### src/rtl/pbch_pkg.sv
// pbch_pkg: constants, FSM state type and the c_init helper shared by the
// PBCH DMRS transmit generator and the receive-side correlator.
// No ports; import with pbch_pkg::*.
package pbch_pkg;

  localparam int PBCH_DMRS_LEN = 144;   // QPSK symbols per SSB
  localparam int GOLD_NC       = 1600;  // Gold sequence offset Nc
  localparam int MAX_CELL_ID   = 1007;  // highest valid N_id
  localparam int LFSR_N        = 31;    // x1/x2 register length

  typedef enum logic [1:0] {
    IDLE,
    LOAD,
    WARMUP,
    OUTPUT
  } pbch_state_e;

  // c_init = ((ibar+1)*((N_id>>2)+1) << 11) + ((ibar+1) << 6) + N_id[1:0].
  // The product is at most 8*256, so 13 bits plus the 11-bit shift stays
  // well inside 31 bits; the result is zero-extended.
  function automatic logic [LFSR_N-1:0] calc_c_init(input logic [9:0] n_id,
                                                    input logic [2:0] ibar);
    logic [3:0]  ib1;
    logic [8:0]  q;
    logic [12:0] prod;
    ib1  = {1'b0, ibar} + 4'd1;
    q    = {1'b0, n_id[9:2]} + 9'd1;
    prod = 13'(ib1) * 13'(q);
    return (31'(prod) << 11) + (31'(ib1) << 6) + 31'(n_id[1:0]);
  endfunction

endpackage

### src/rtl/gold_seq2.sv
// gold_seq2: 38.211 length-31 Gold sequence generator, two steps per enable.
// Ports: clk_i, reset_ni (async low), load_i (x1<=1, x2<=c_init_i),
//        en_i (advance 2 steps), c_o = {c(n+1), c(n)} for the current state.
module gold_seq2
  import pbch_pkg::*;
(
  input  logic              clk_i,
  input  logic              reset_ni,
  input  logic              load_i,
  input  logic [LFSR_N-1:0] c_init_i,
  input  logic              en_i,
  output logic [1:0]        c_o
);

  // Bit k of each register holds x(n+k), so bit 0 is the oldest element.
  logic [LFSR_N-1:0] x1_q, x1_d;
  logic [LFSR_N-1:0] x2_q, x2_d;

  always_comb begin
    // x1(n+31) = x1(n+3)^x1(n); the second feedback is the same tap set
    // shifted by one, which stays within the current register contents.
    x1_d = {x1_q[4] ^ x1_q[1],
            x1_q[3] ^ x1_q[0],
            x1_q[LFSR_N-1:2]};
    x2_d = {x2_q[4] ^ x2_q[3] ^ x2_q[2] ^ x2_q[1],
            x2_q[3] ^ x2_q[2] ^ x2_q[1] ^ x2_q[0],
            x2_q[LFSR_N-1:2]};
    c_o  = {x1_q[1] ^ x2_q[1], x1_q[0] ^ x2_q[0]};
  end

  always_ff @(posedge clk_i or negedge reset_ni) begin
    if (!reset_ni) begin
      x1_q <= '0;
      x2_q <= '0;
    end else if (load_i) begin
      x1_q <= LFSR_N'(1);
      x2_q <= c_init_i;
    end else if (en_i) begin
      x1_q <= x1_d;
      x2_q <= x2_d;
    end
  end

endmodule

### src/rtl/pbch_dmrs_gen.sv
// pbch_dmrs_gen: PBCH DMRS QPSK generator streaming 144 symbols over AXI-S.
// Ports: clk_i, reset_ni, N_id_i/ibar_SSB_i/start_i request, m_axis_out_*
//        (tdata = {imag, real}), busy_o, debug_c_init_o (c_init of last LOAD).
module pbch_dmrs_gen #(
  parameter int OUT_DW = 32,
  parameter int AMP    = 23170
) (
  input  logic              clk_i,
  input  logic              reset_ni,
  input  logic [9:0]        N_id_i,
  input  logic [2:0]        ibar_SSB_i,
  input  logic              start_i,
  output logic [OUT_DW-1:0] m_axis_out_tdata,
  output logic              m_axis_out_tvalid,
  input  logic              m_axis_out_tready,
  output logic              m_axis_out_tlast,
  output logic              busy_o,
  output logic [30:0]       debug_c_init_o
);
  import pbch_pkg::*;

  localparam int HW = OUT_DW / 2;
  localparam logic signed [HW-1:0] POS = HW'(AMP);
  localparam logic signed [HW-1:0] NEG = -POS;

  pbch_state_e state_q, state_d;

  logic [10:0]       cnt_q, cnt_d;
  logic [9:0]        n_id_q;
  logic [2:0]        ibar_q;
  logic [LFSR_N-1:0] c_init_q, c_init_calc;
  logic [OUT_DW-1:0] tdata_q, tdata_d;
  logic              tvalid_q, tvalid_d;
  logic              tlast_q, tlast_d;

  logic              capture, lfsr_load, lfsr_adv, out_load, last_hs, warm_done;
  logic [1:0]        gold_c;
  logic signed [HW-1:0] sym_re, sym_im;

  assign c_init_calc = calc_c_init(n_id_q, ibar_q);

  gold_seq2 u_gold (
    .clk_i    (clk_i),
    .reset_ni (reset_ni),
    .load_i   (lfsr_load),
    .c_init_i (c_init_calc),
    .en_i     (lfsr_adv),
    .c_o      (gold_c)
  );

  // ---------------- FSM: state register ----------------
  always_ff @(posedge clk_i or negedge reset_ni) begin
    if (!reset_ni) state_q <= IDLE;
    else           state_q <= state_d;
  end

  // ---------------- FSM: next state ----------------
  always_comb begin
    state_d = state_q;
    unique case (state_q)
      IDLE:    if (capture)   state_d = LOAD;
      LOAD:                   state_d = WARMUP;
      WARMUP:  if (warm_done) state_d = OUTPUT;
      OUTPUT:  if (last_hs)   state_d = IDLE;
      default:                state_d = IDLE;
    endcase
  end

  // ---------------- FSM: outputs / control strobes ----------------
  always_comb begin
    capture   = (state_q == IDLE) && start_i && (N_id_i <= 10'(MAX_CELL_ID));
    lfsr_load = (state_q == LOAD);
    warm_done = (state_q == WARMUP) && (cnt_q == 11'(GOLD_NC / 2 - 1));
    last_hs   = (state_q == OUTPUT) && tvalid_q && m_axis_out_tready && tlast_q;
    // The output register refills when empty (first symbol after warmup)
    // or when its symbol is taken, except after the final symbol.
    out_load  = (state_q == OUTPUT) && (!tvalid_q || m_axis_out_tready) && !last_hs;
    lfsr_adv  = (state_q == WARMUP) || out_load;
    busy_o    = (state_q != IDLE);
  end

  // ---------------- QPSK mapper: bit 0 -> +AMP, bit 1 -> -AMP ----------------
  always_comb begin
    sym_re = gold_c[0] ? NEG : POS;
    sym_im = gold_c[1] ? NEG : POS;
  end

  // ---------------- Counter and output register next state ----------------
  always_comb begin
    cnt_d    = cnt_q;
    tdata_d  = tdata_q;
    tvalid_d = tvalid_q;
    tlast_d  = tlast_q;
    case (state_q)
      LOAD:   cnt_d = '0;
      WARMUP: cnt_d = warm_done ? 11'd0 : cnt_q + 11'd1;
      OUTPUT: begin
        if (out_load) begin
          // cnt_q is the index of the symbol being loaded.
          tdata_d  = {sym_im, sym_re};
          tvalid_d = 1'b1;
          tlast_d  = (cnt_q == 11'(PBCH_DMRS_LEN - 1));
          cnt_d    = cnt_q + 11'd1;
        end else if (last_hs) begin
          tvalid_d = 1'b0;
          tlast_d  = 1'b0;
        end
      end
      default: ;
    endcase
  end

  always_ff @(posedge clk_i or negedge reset_ni) begin
    if (!reset_ni) begin
      cnt_q    <= '0;
      n_id_q   <= '0;
      ibar_q   <= '0;
      c_init_q <= '0;
      tdata_q  <= '0;
      tvalid_q <= 1'b0;
      tlast_q  <= 1'b0;
    end else begin
      cnt_q    <= cnt_d;
      tdata_q  <= tdata_d;
      tvalid_q <= tvalid_d;
      tlast_q  <= tlast_d;
      if (capture) begin
        n_id_q <= N_id_i;
        ibar_q <= ibar_SSB_i;
      end
      if (lfsr_load) c_init_q <= c_init_calc;
    end
  end

  assign m_axis_out_tdata  = tdata_q;
  assign m_axis_out_tvalid = tvalid_q;
  assign m_axis_out_tlast  = tlast_q;
  assign debug_c_init_o    = c_init_q;

endmodule

### config.mk
export PLATFORM = sky130hd
export DESIGN_NAME = pbch_dmrs_gen
export DESIGN_NICKNAME = d
export VERILOG_FILES = /design/src/rtl/pbch_pkg.sv /design/src/rtl/gold_seq2.sv /design/src/rtl/pbch_dmrs_gen.sv
export SDC_FILE = /design/constraint.sdc
export NUM_CORES = 1
export LEC_CHECK = 0
export ABC_AREA = 1
export CORE_ASPECT_RATIO = 1.2
export CORE_MARGIN = 2
export CORE_UTILIZATION = 41
export CTS_CLUSTER_DIAMETER = 80
export DETAILED_ROUTE_END_ITERATION = 6
export GPL_ROUTABILITY_DRIVEN = 0
export GPL_TIMING_DRIVEN = 0
export PLACE_DENSITY = 0.6
export SYNTH_ARGS = -nofsm -noshare
export SYNTH_HDL_FRONTEND = slang
export SYNTH_SLANG_ARGS = --single-unit
### constraint.sdc
create_clock -name clk_i -period 9.35 [get_ports clk_i]
set_clock_uncertainty 0.2 [all_clocks]
set_input_delay 1.87 -clock clk_i [delete_from_list [all_inputs] [get_ports clk_i]]
set_output_delay 1.87 -clock clk_i [all_outputs]
set_load 0.02 [all_outputs]
# Word-level counts from Yosys, hierarchy flattened
# Index checks and enable logic that the tools add are counted.
# classes
addsub	5
n_mul	1
n_lt_le_gt_ge	1
n_eq_ne	9
mux	16
n_bitwise	10
n_reduce_logical	21
# ops
cell	n
2-to-1 mux 31 bit	4
case mux 11 bit (3 select lines)	1
2-to-1 mux 16 bit	2
adder 25 x 2 -> 26 bit	1
adder 24 x 10 -> 25 bit	1
2-to-1 mux 11 bit	2
multiplier 4 x 9 -> 13 bit	1
adder 11 x 1 -> 11 bit (second input constant)	1
equality test 11 x 10 -> 1 bit (second input constant)	1
equality test 11 x 8 -> 1 bit (second input constant)	1
<= comparator 10 bit (second input constant)	1
bitwise XOR 1 bit	10
adder 8 x 1 -> 9 bit (second input constant)	1
logical AND 1 bit	8
!= test 2 bit (second input constant)	4
case mux 2 bit (4 select lines)	1
2-to-1 mux 2 bit	3
AND reduction 2 bit	3
nonzero test 2 bit	3
adder 3 x 1 -> 4 bit (second input constant)	1
equality test 2 bit (second input constant)	2
2-to-1 mux 1 bit	3
AND reduction 3 bit	1
nonzero test 3 bit	1
4 further kinds	6
# totals
regBits	153
inputBits	17
out_inout_bits	66
wordCells	73

# Depth between registers and ports, before layout
# Gate-level depths: netlist of run 1.
# depth
depth_word	9
ltp_mapped	19

# Hierarchy
# Synthesis of run 1 repeated with hierarchy kept, for this count alone.
# hier_totals
cells_unflattened	788
hier_area_um2	6631.4
# by_module_without_submodules
module	n_inst	cells_per_inst	area_each_um2	seq_area_each_um2
pbch_dmrs_gen	1	520	3968.8	1301.2
gold_seq2	1	268	2662.6	1551.5

# Worst setup path before layout of run 1
# No wires, ideal clock.
# synth_path
path_kind	reg2reg
start	reg n_id_q[2]
end	reg u_gold.x2_q[21]
setup_ns	0.077
arrival_time_ns	3.320
required_time_ns	9.073
setup_slack_ns	5.753
path_stages_with_launch	18
path_buffers	0
synth_period_minus_slack_ns	3.597
path_cell_list	dfrtp_1 -> ha_1 -> nand3_1 -> nand3b_1 -> xor2_1 -> nor2_1 -> fa_1 -> inv_1 -> fa_1 -> inv_1 -> ha_1 -> a21oi_1 -> nor2_1 -> nor2_1 -> nand2_1 -> nand2_1 -> nand3_1 -> a21oi_1
# synth_via
elab_chain_len	5
# synth_lines
element	line	text
start, declared	pbch_dmrs_gen.sv:29	logic [9:0] n_id_q;
start signal, assigned	pbch_dmrs_gen.sv:128	n_id_q <= N_id_i;
adder 8 x 1 -> 9 bit	pbch_pkg.sv:27	q = {1'b0, n_id[9:2]} + 9'd1;
multiplier 4 x 9 -> 13 bit	pbch_pkg.sv:28	prod = 13'(ib1) * 13'(q);
adder 24 x 10 -> 25 bit	pbch_pkg.sv:29	return (31'(prod) << 11) + (31'(ib1) << 6) + 31'(n_id[1:0]);
adder 25 x 2 -> 26 bit	pbch_pkg.sv:29	
2-to-1 mux 31 bit	gold_seq2.sv:35	end else if (load_i) begin
end signal, assigned	gold_seq2.sv:37	x2_q <= c_init_i;
end, declared	gold_seq2.sv:17	logic [LFSR_N-1:0] x2_q, x2_d;
# No other way between the ends.
# A chain may end at the register's enable or synchronous reset.

# Worst setup path in the final report of run 1
# Ends and elaborated chain as after synthesis.

==> results.toml, run 1 <==
[clocking]
cts_sinks = 114
clkTransAtPathRegs_ns = 0.05
cts_resized = 0
cts_buffers = 17
clockBufferDepth = 2
cts_tree = "yes"
post_cts_buffers = 0
clk_latency_ns = 0.41
clockRootBuffer = "clkbuf_16"
htreeDepth = 4
cts-hold-fix-buffers = 0

[synth]
synth_common_cells = "nand2_1 (158), inv_1 (116), dfrtp_1 (114)"
ys_top_cells_by_area = "dfrtp_1 (45%), nand2_1 (9.3%), inv_1 (6.9%)"
synth.largest_area_cell = "dfrtp_1"
synth_edf_count = 0
synth_most_common_cell = "nand2_1"
ys_types = 41
syn_avg_cell_area_sq_um = 8.583
ys.flop_type = "dfrtp_1"
mappedNetlistArea_sq_um = 6351
synthArstFlopShare_pct = 100.0
synth_warnings = 0
syn_inst = 740
ys_seq_area_share_pct = 44.92
yosys_register_bits = 114
synth_top_area_share_pct = 44.92

[worst_setup_path]
required_ns = 9.49
critPathKind = "register to register"
end_kind = "register"
crit_arrival_ns = 4.33
rr_worst_depth = 17
crit_path_max_fanout = 8
reg2reg_from = "n_id_q[2]"
startpoint = "n_id_q[2]"
start_kind = "register"

[worst_hold_path]
min_from = "u_gold.x2_q[5]"
holdPathStages = 2
holdCritPathClass = "register to register"

[sta]
finalMaxSlewViolations = 0
worst_slew_pin_slew_ns = 0.5926
finalSetupViolations = 0
fin_tns_setup_ns = 0
relSlewSlack_pct = 60.49
grt_setup_unrepaired = "false"
hold_viol_final = 0
fmax_mhz = 238.5
period_share_pct = 44.84
min_period_ns = 4.193

[cells_and_area]
area_growth_pct = 24.96
num_antenna_cells = 0
fin_nets = 897
drive_above_1_share_pct = 12.94

[die]
initial_core_util_pct = 42.11
core-area_sq_um = 15080
num_io_pins = 83
die_h_um = 140.3
fp.dieW_um = 117.6
die_area_sq_um = 16510
num_rows = 49

[global_route]
grt_antenna_before_repair = 0
grtUsageMet3_pct = 4.642
grt_pass1_vias = 5170
grt-ovfl-total = 0
grt_first_pass_wirelength_mm = 24.02
grt.total_usage_pct = 18.01
use_met1_pct = 20.50
grt_most_used_layer = "met2"
grt_max_degree = 78
met2_usage_pct = 33.14

[flow_run]
cap_violations = 0

[route]
drt_iter0_markers = 279
viasPerCell = 4.798
num_vias = 5057
antenna_left = 0
routed_wl_mm = 14.21
wire_per_inst_um = 13.48
firstDrtPassIters = 4
drc = 0

[outcome]
status = "complete, no violations"

[place]
dp_hpwl_mm = 10.62
io_buffers = 68
-- placed cells by master, fill, tap and decap left out, types with 4 or more instances in the layout --
master / instances
a21oi_1: 21
buf_2: 13
buf_4: 39
clkbuf_1: 5
clkbuf_16: 17
clkdlybuf4s50_1: 67
conb_1: 14
dfrtp_1: 114
fa_1: 14
ha_1: 25
inv_1: 116
mux2_2: 9
nand2_1: 158
nand3_1: 31
nand3b_1: 5
nand4_1: 8
nor2_1: 67
o211ai_1: 4
o21ai_0: 23
o22ai_1: 35
or2_2: 6
xnor2_1: 5
xor2_1: 12
-- final cells by class --
type                       instances  area, sq um
timing repair buffer              69        709.4
tap                              204        255.2
clock buffer                      22        464.2
buffer                            59        399.1
clock inverter                     6        107.6
inverter                         119        446.7
sequential                       114         2853
fill                            1459         7146
multi-input combinational        461         2701
-- metrics by stage --
step / hold slack (ns) / util, % / cells / area [sq um] / setup slack (ns)
after detailed placement: 0.2608 / 48.83 / 1026 / 7365 / 5.168
after global placement: 0.2574 / 48.64 / 1025 / 7336 / 1.842
final: 0.2718 / 52.62 / 1054 / 7936 / 5.157
after floorplan: 0.2422 / - / 753 / 6400 / 5.753
after global routing: 0.3131 / 52.62 / 1054 / 7936 / 4.921
after CTS: 0.2724 / 52.62 / 1054 / 7936 / 5.134
-- worst max-delay path: stages, from the launching register on --
cell	delay [ns]
dfrtp_1	0.52
ha_1	0.25
nand3_1	0.12
nand3b_1	0.22
xor2_1	0.32
nor2_1	0.10
fa_1	0.50
inv_1	0.06
fa_1	0.53
inv_1	0.04
ha_1	0.35
a21oi_1	0.34
nor2_1	0.07
nor2_1	0.13
nand2_1	0.07
nand2_1	0.06
nand3_1	0.10
a21oi_1	0.15
-- per-layer routing --
layer / vias up / wire [um]
met3: 12 / 591
met1: 2449 / 5974
met5: - / 0
met2: 106 / 7465
met4: 0 / 177
li1: 2490 / -
-- flip-flops by register name (all words and copies together), names as in the netlist --
signal	flops
m_axis_out_tvalid	1
debug_c_init_o	19
m_axis_out_tlast	1
state_q	2
n_id_q	10
u_gold.x1_q	31
ibar_q	3
cnt_q	11
m_axis_out_tdata	5
u_gold.x2_q	31
-- logic make-up after synthesis --
group,count (synthesis),synth area share [%]
xor+xnor,17,2.344
buf+inv,178,13.32
fa+ha+maj,39,9.338
simple gates,286,19.39
other cells,1,0.05904
flops,114,44.92
mux,9,1.596
compound gates,96,9.043
-- path summary, 6_finish.rpt --
| kind | endpoint | slack [ns] |
|---|---|---|
| hold / removal | u_gold.x2_q[5] | 0.27 |
| setup / recovery | u_gold.x2_q[21] | 5.16 |
| hold reg to reg | u_gold.x2_q[5] | 0.27 |
| min in group asynchronous | n_id_q[8] | 1.15 |
| setup reg to reg | u_gold.x2_q[21] | 5.16 |
| max in group asynchronous | m_axis_out_tdata[17] | 7.10 |
Power of run 1 is not shown: default switching activity piles up to over one toggle a cycle in this logic, so the estimate is an artifact.
==> run 2: changes to the inputs <==
--- a/config.mk
+++ b/config.mk
@@ -13,7 +13,7 @@
 export DETAILED_ROUTE_END_ITERATION = 6
 export GPL_ROUTABILITY_DRIVEN = 0
 export GPL_TIMING_DRIVEN = 0
-export PLACE_DENSITY = 0.6
+export PLACE_DENSITY = 0.63
 export SYNTH_ARGS = -nofsm -noshare
 export SYNTH_HDL_FRONTEND = slang
 export SYNTH_SLANG_ARGS = --single-unit
==> constraint.sdc (replaced) <==
create_clock -name clk_i -period 3.5 [get_ports clk_i]
set_clock_uncertainty 0.2 [all_clocks]
set_input_delay 0.7 -clock clk_i [delete_from_list [all_inputs] [get_ports clk_i]]
set_output_delay 0.7 -clock clk_i [all_outputs]
set_load 0.02 [all_outputs]
==> run 2 against run 1 <==
Compared with the run above: the run now ends with negative setup slack left; largest cell class is now multi-input combinational cells; non-clock buffer count increased by 22; flip-flop and latch count is the same; register-to-register slack lost 5.2 ns; worst setup slack worse by 5.2 ns; core utilization rose by 4.3 points; via count up 0.26%; sequential share of layout area fell by 2.7 points; maximum frequency grew 17%; hold slack worse by 0.24 ns; global-route usage shrank 0.22 points.
==> results.toml, run 2 (synthesized netlist as in run 1, its figures left out) <==
[worst_setup_path]
crit_path_max_fanout = 4
critPathKind = "register to register"
path_delay_family = "adder cells"
ff2ff_setup_slack_ns = -0.09
rr_worst_depth = 16
worst_path_largest_cell_delay_ns = 0.51
start_kind = "register"
reg2reg_from = "n_id_q[3]"
startpoint = "n_id_q[3]"
worst-path-buf-inv = 2
r2r_end = "u_gold.x2_q[22]"
required_ns = 3.64
critical_path.endpoint = "u_gold.x2_q[22]"
slowest_stage = "fa_1"
path_depth = 16
path_cells = "ha_4, nand3_4, nand3b_1, xor2_2, nor2_1, fa_1, inv_2, fa_1, inv_2, ha_4, nand2_4, nor2_4, nand3_2, nand4_1, nand3_2, a21oi_2"
crit_arrival_ns = 3.73
end_kind = "register"

[cells_and_area]
drive_above_1_share_pct = 25.00
stdcell_count = 1080
num_antenna_cells = 0
fin_nets = 919
final_cell_mix = "nand2_1 (138), dfrtp_1 (112), inv_1 (107)"
fillers = 1388
area_growth_pct = 35.09
final_common_cell = "nand2_1"

[clocking]
clk_latency_ns = 0.41
cts-hold-fix-buffers = 0
cts_sinks = 114
clockBufferDepth = 2
clkTransAtPathRegs_ns = 0.06
clockRootBuffer = "clkbuf_16"
htreeDepth = 4
cts_buffers = 17
cts_tree = "yes"

[die]
fp.dieW_um = 117.6
num_io_pins = 83
core-area_sq_um = 15080
initial_core_util_pct = 42.11
die_area_sq_um = 16510
num_rows = 49
die_h_um = 140.3

[place]
dp_hpwl_mm = 9.875
io_buffers = 68
dp.cells = 1026
pre_cts_slack_ns = -0.5308

[global_route]
grt.total_usage_pct = 17.79
grt_max_degree = 67
grt_antenna_before_repair = 0
grt_first_pass_wirelength_mm = 23.63
grt_pass1_vias = 4960
grt-ovfl-total = 0

[sta]
finalMaxSlewViolations = 0
worst_slew_pin_slew_ns = 0.6467
fmax_mhz = 278.7
relSlewSlack_pct = 56.88
fin_tns_setup_ns = -0.4369
grt_setup_unrepaired = "true"
worst_slack_ns = -0.08745
hold_viol_final = 0
min_period_ns = 3.587
period_share_pct = 102.5
whs_ns = 0.03109
finalSetupViolations = 12

[outcome]
violations = "negative setup slack"
status = "finished with violations"

[route]
wire_per_inst_um = 13.29
drc = 0
firstDrtPassIters = 4
routed_wl_mm = 14.35
antenna_left = 0
drt_iter0_markers = 270
num_vias = 5070
viasPerCell = 4.694

[worst_hold_path]
holdCritPathClass = "input port to asynchronous set/reset pin"

[flow_run]
cap_violations = 0
## run 2: cell types whose count changed in the layout (fill, tap and decap cells not counted), sizes merged
cell,delta
buf,+22
clkbuf,+3
bufinv,-2
clkinv,+1
clkinvlp,+1
inv,+1
## run 2: repair_timing
| action | CTS | global route |
|---|---|---|
| gates resized for setup | 51 | 58 |
| pin swaps | 39 | 36 |
| endpoints found under the setup margin | 20 | 19 |
| buffers inserted | 17 | 6 |
| gates cloned | 0 | 0 |
## run 2: per-stage QoR
step	utilization, %	area [sq um]
2_1_floorplan	-	6416
3_3_place_gp	48.75	7352
3_5_place_dp	48.94	7381
4_1_cts	55.26	8334
5_1_grt	56.89	8579
6_report	56.89	8579
## run 2: worst min path at each step
| stage | depth (start not counted) | slack, ns | startpoint | end |
|---|---|---|---|---|
| 2_1_floorplan | 0 | 0.20 | reset_ni | cnt_q[0] |
| 3_3_place_gp | 2 | 0.25 | debug_c_init_o[13] | debug_c_init_o[13] |
| 3_5_place_dp | 2 | 0.26 | debug_c_init_o[13] | debug_c_init_o[13] |
| 4_1_cts | 1 | 0.04 | reset_ni | debug_c_init_o[15] |
| 5_1_grt | 1 | 0.06 | reset_ni | debug_c_init_o[22] |
| 6_report | 1 | 0.03 | reset_ni | debug_c_init_o[15] |
## run 2: layout make-up
class | instances | area (sq um) | share of cell area, %
well taps | 204 | 255.2 | 2.975
plain buffers | 59 | 409.1 | 4.769
multi-input cells | 461 | 3134 | 36.53
clock buffers | 25 | 515.5 | 6.008
repair buffers | 91 | 885.9 | 10.33
inverters | 119 | 451.7 | 5.265
clock inverters | 7 | 72.57 | 0.8459
flip-flops and latches | 114 | 2855 | 33.28
## run 2: metal layers
layer / routed length [um] / vias to the layer above / global-route usage, %
li1: - / 2528 / -
met1: 6539 / 2434 / 22.69
met2: 7084 / 88 / 29.38
met3: 434 / 20 / 3.339
met4: 294 / 0 / 8.244
met5: 0 / - / 0
## run 2: worst reg2reg max path, cell delays in order, from the launching register on
cell and delay (ns):
dfrtp_1 0.40, ha_4 0.17, nand3_4 0.08, nand3b_1 0.24
xor2_2 0.24, nor2_1 0.09, fa_1 0.50, inv_2 0.04
fa_1 0.51, inv_2 0.05, ha_4 0.32, nand2_4 0.09
nor2_4 0.12, nand3_2 0.10, nand4_1 0.10, nand3_2 0.13
a21oi_2 0.15
Power of run 2 is left out for the same reason.
==> run 3: changes to the inputs <==
==> constraint.sdc (replaced) <==
create_clock -name clk_i -period 3.5 [get_ports clk_i]
set_clock_uncertainty 0.2 [all_clocks]
set_input_delay 0.7 -clock clk_i [delete_from_list [all_inputs] [get_ports clk_i]]
set_output_delay 0.7 -clock clk_i [all_outputs]
set_load 0.01 [all_outputs]
==> results of run 3 <==
Same layout as run 2: the final DEF is identical, and so are final timing and power.
Power of run 3 is left out for the same reason.
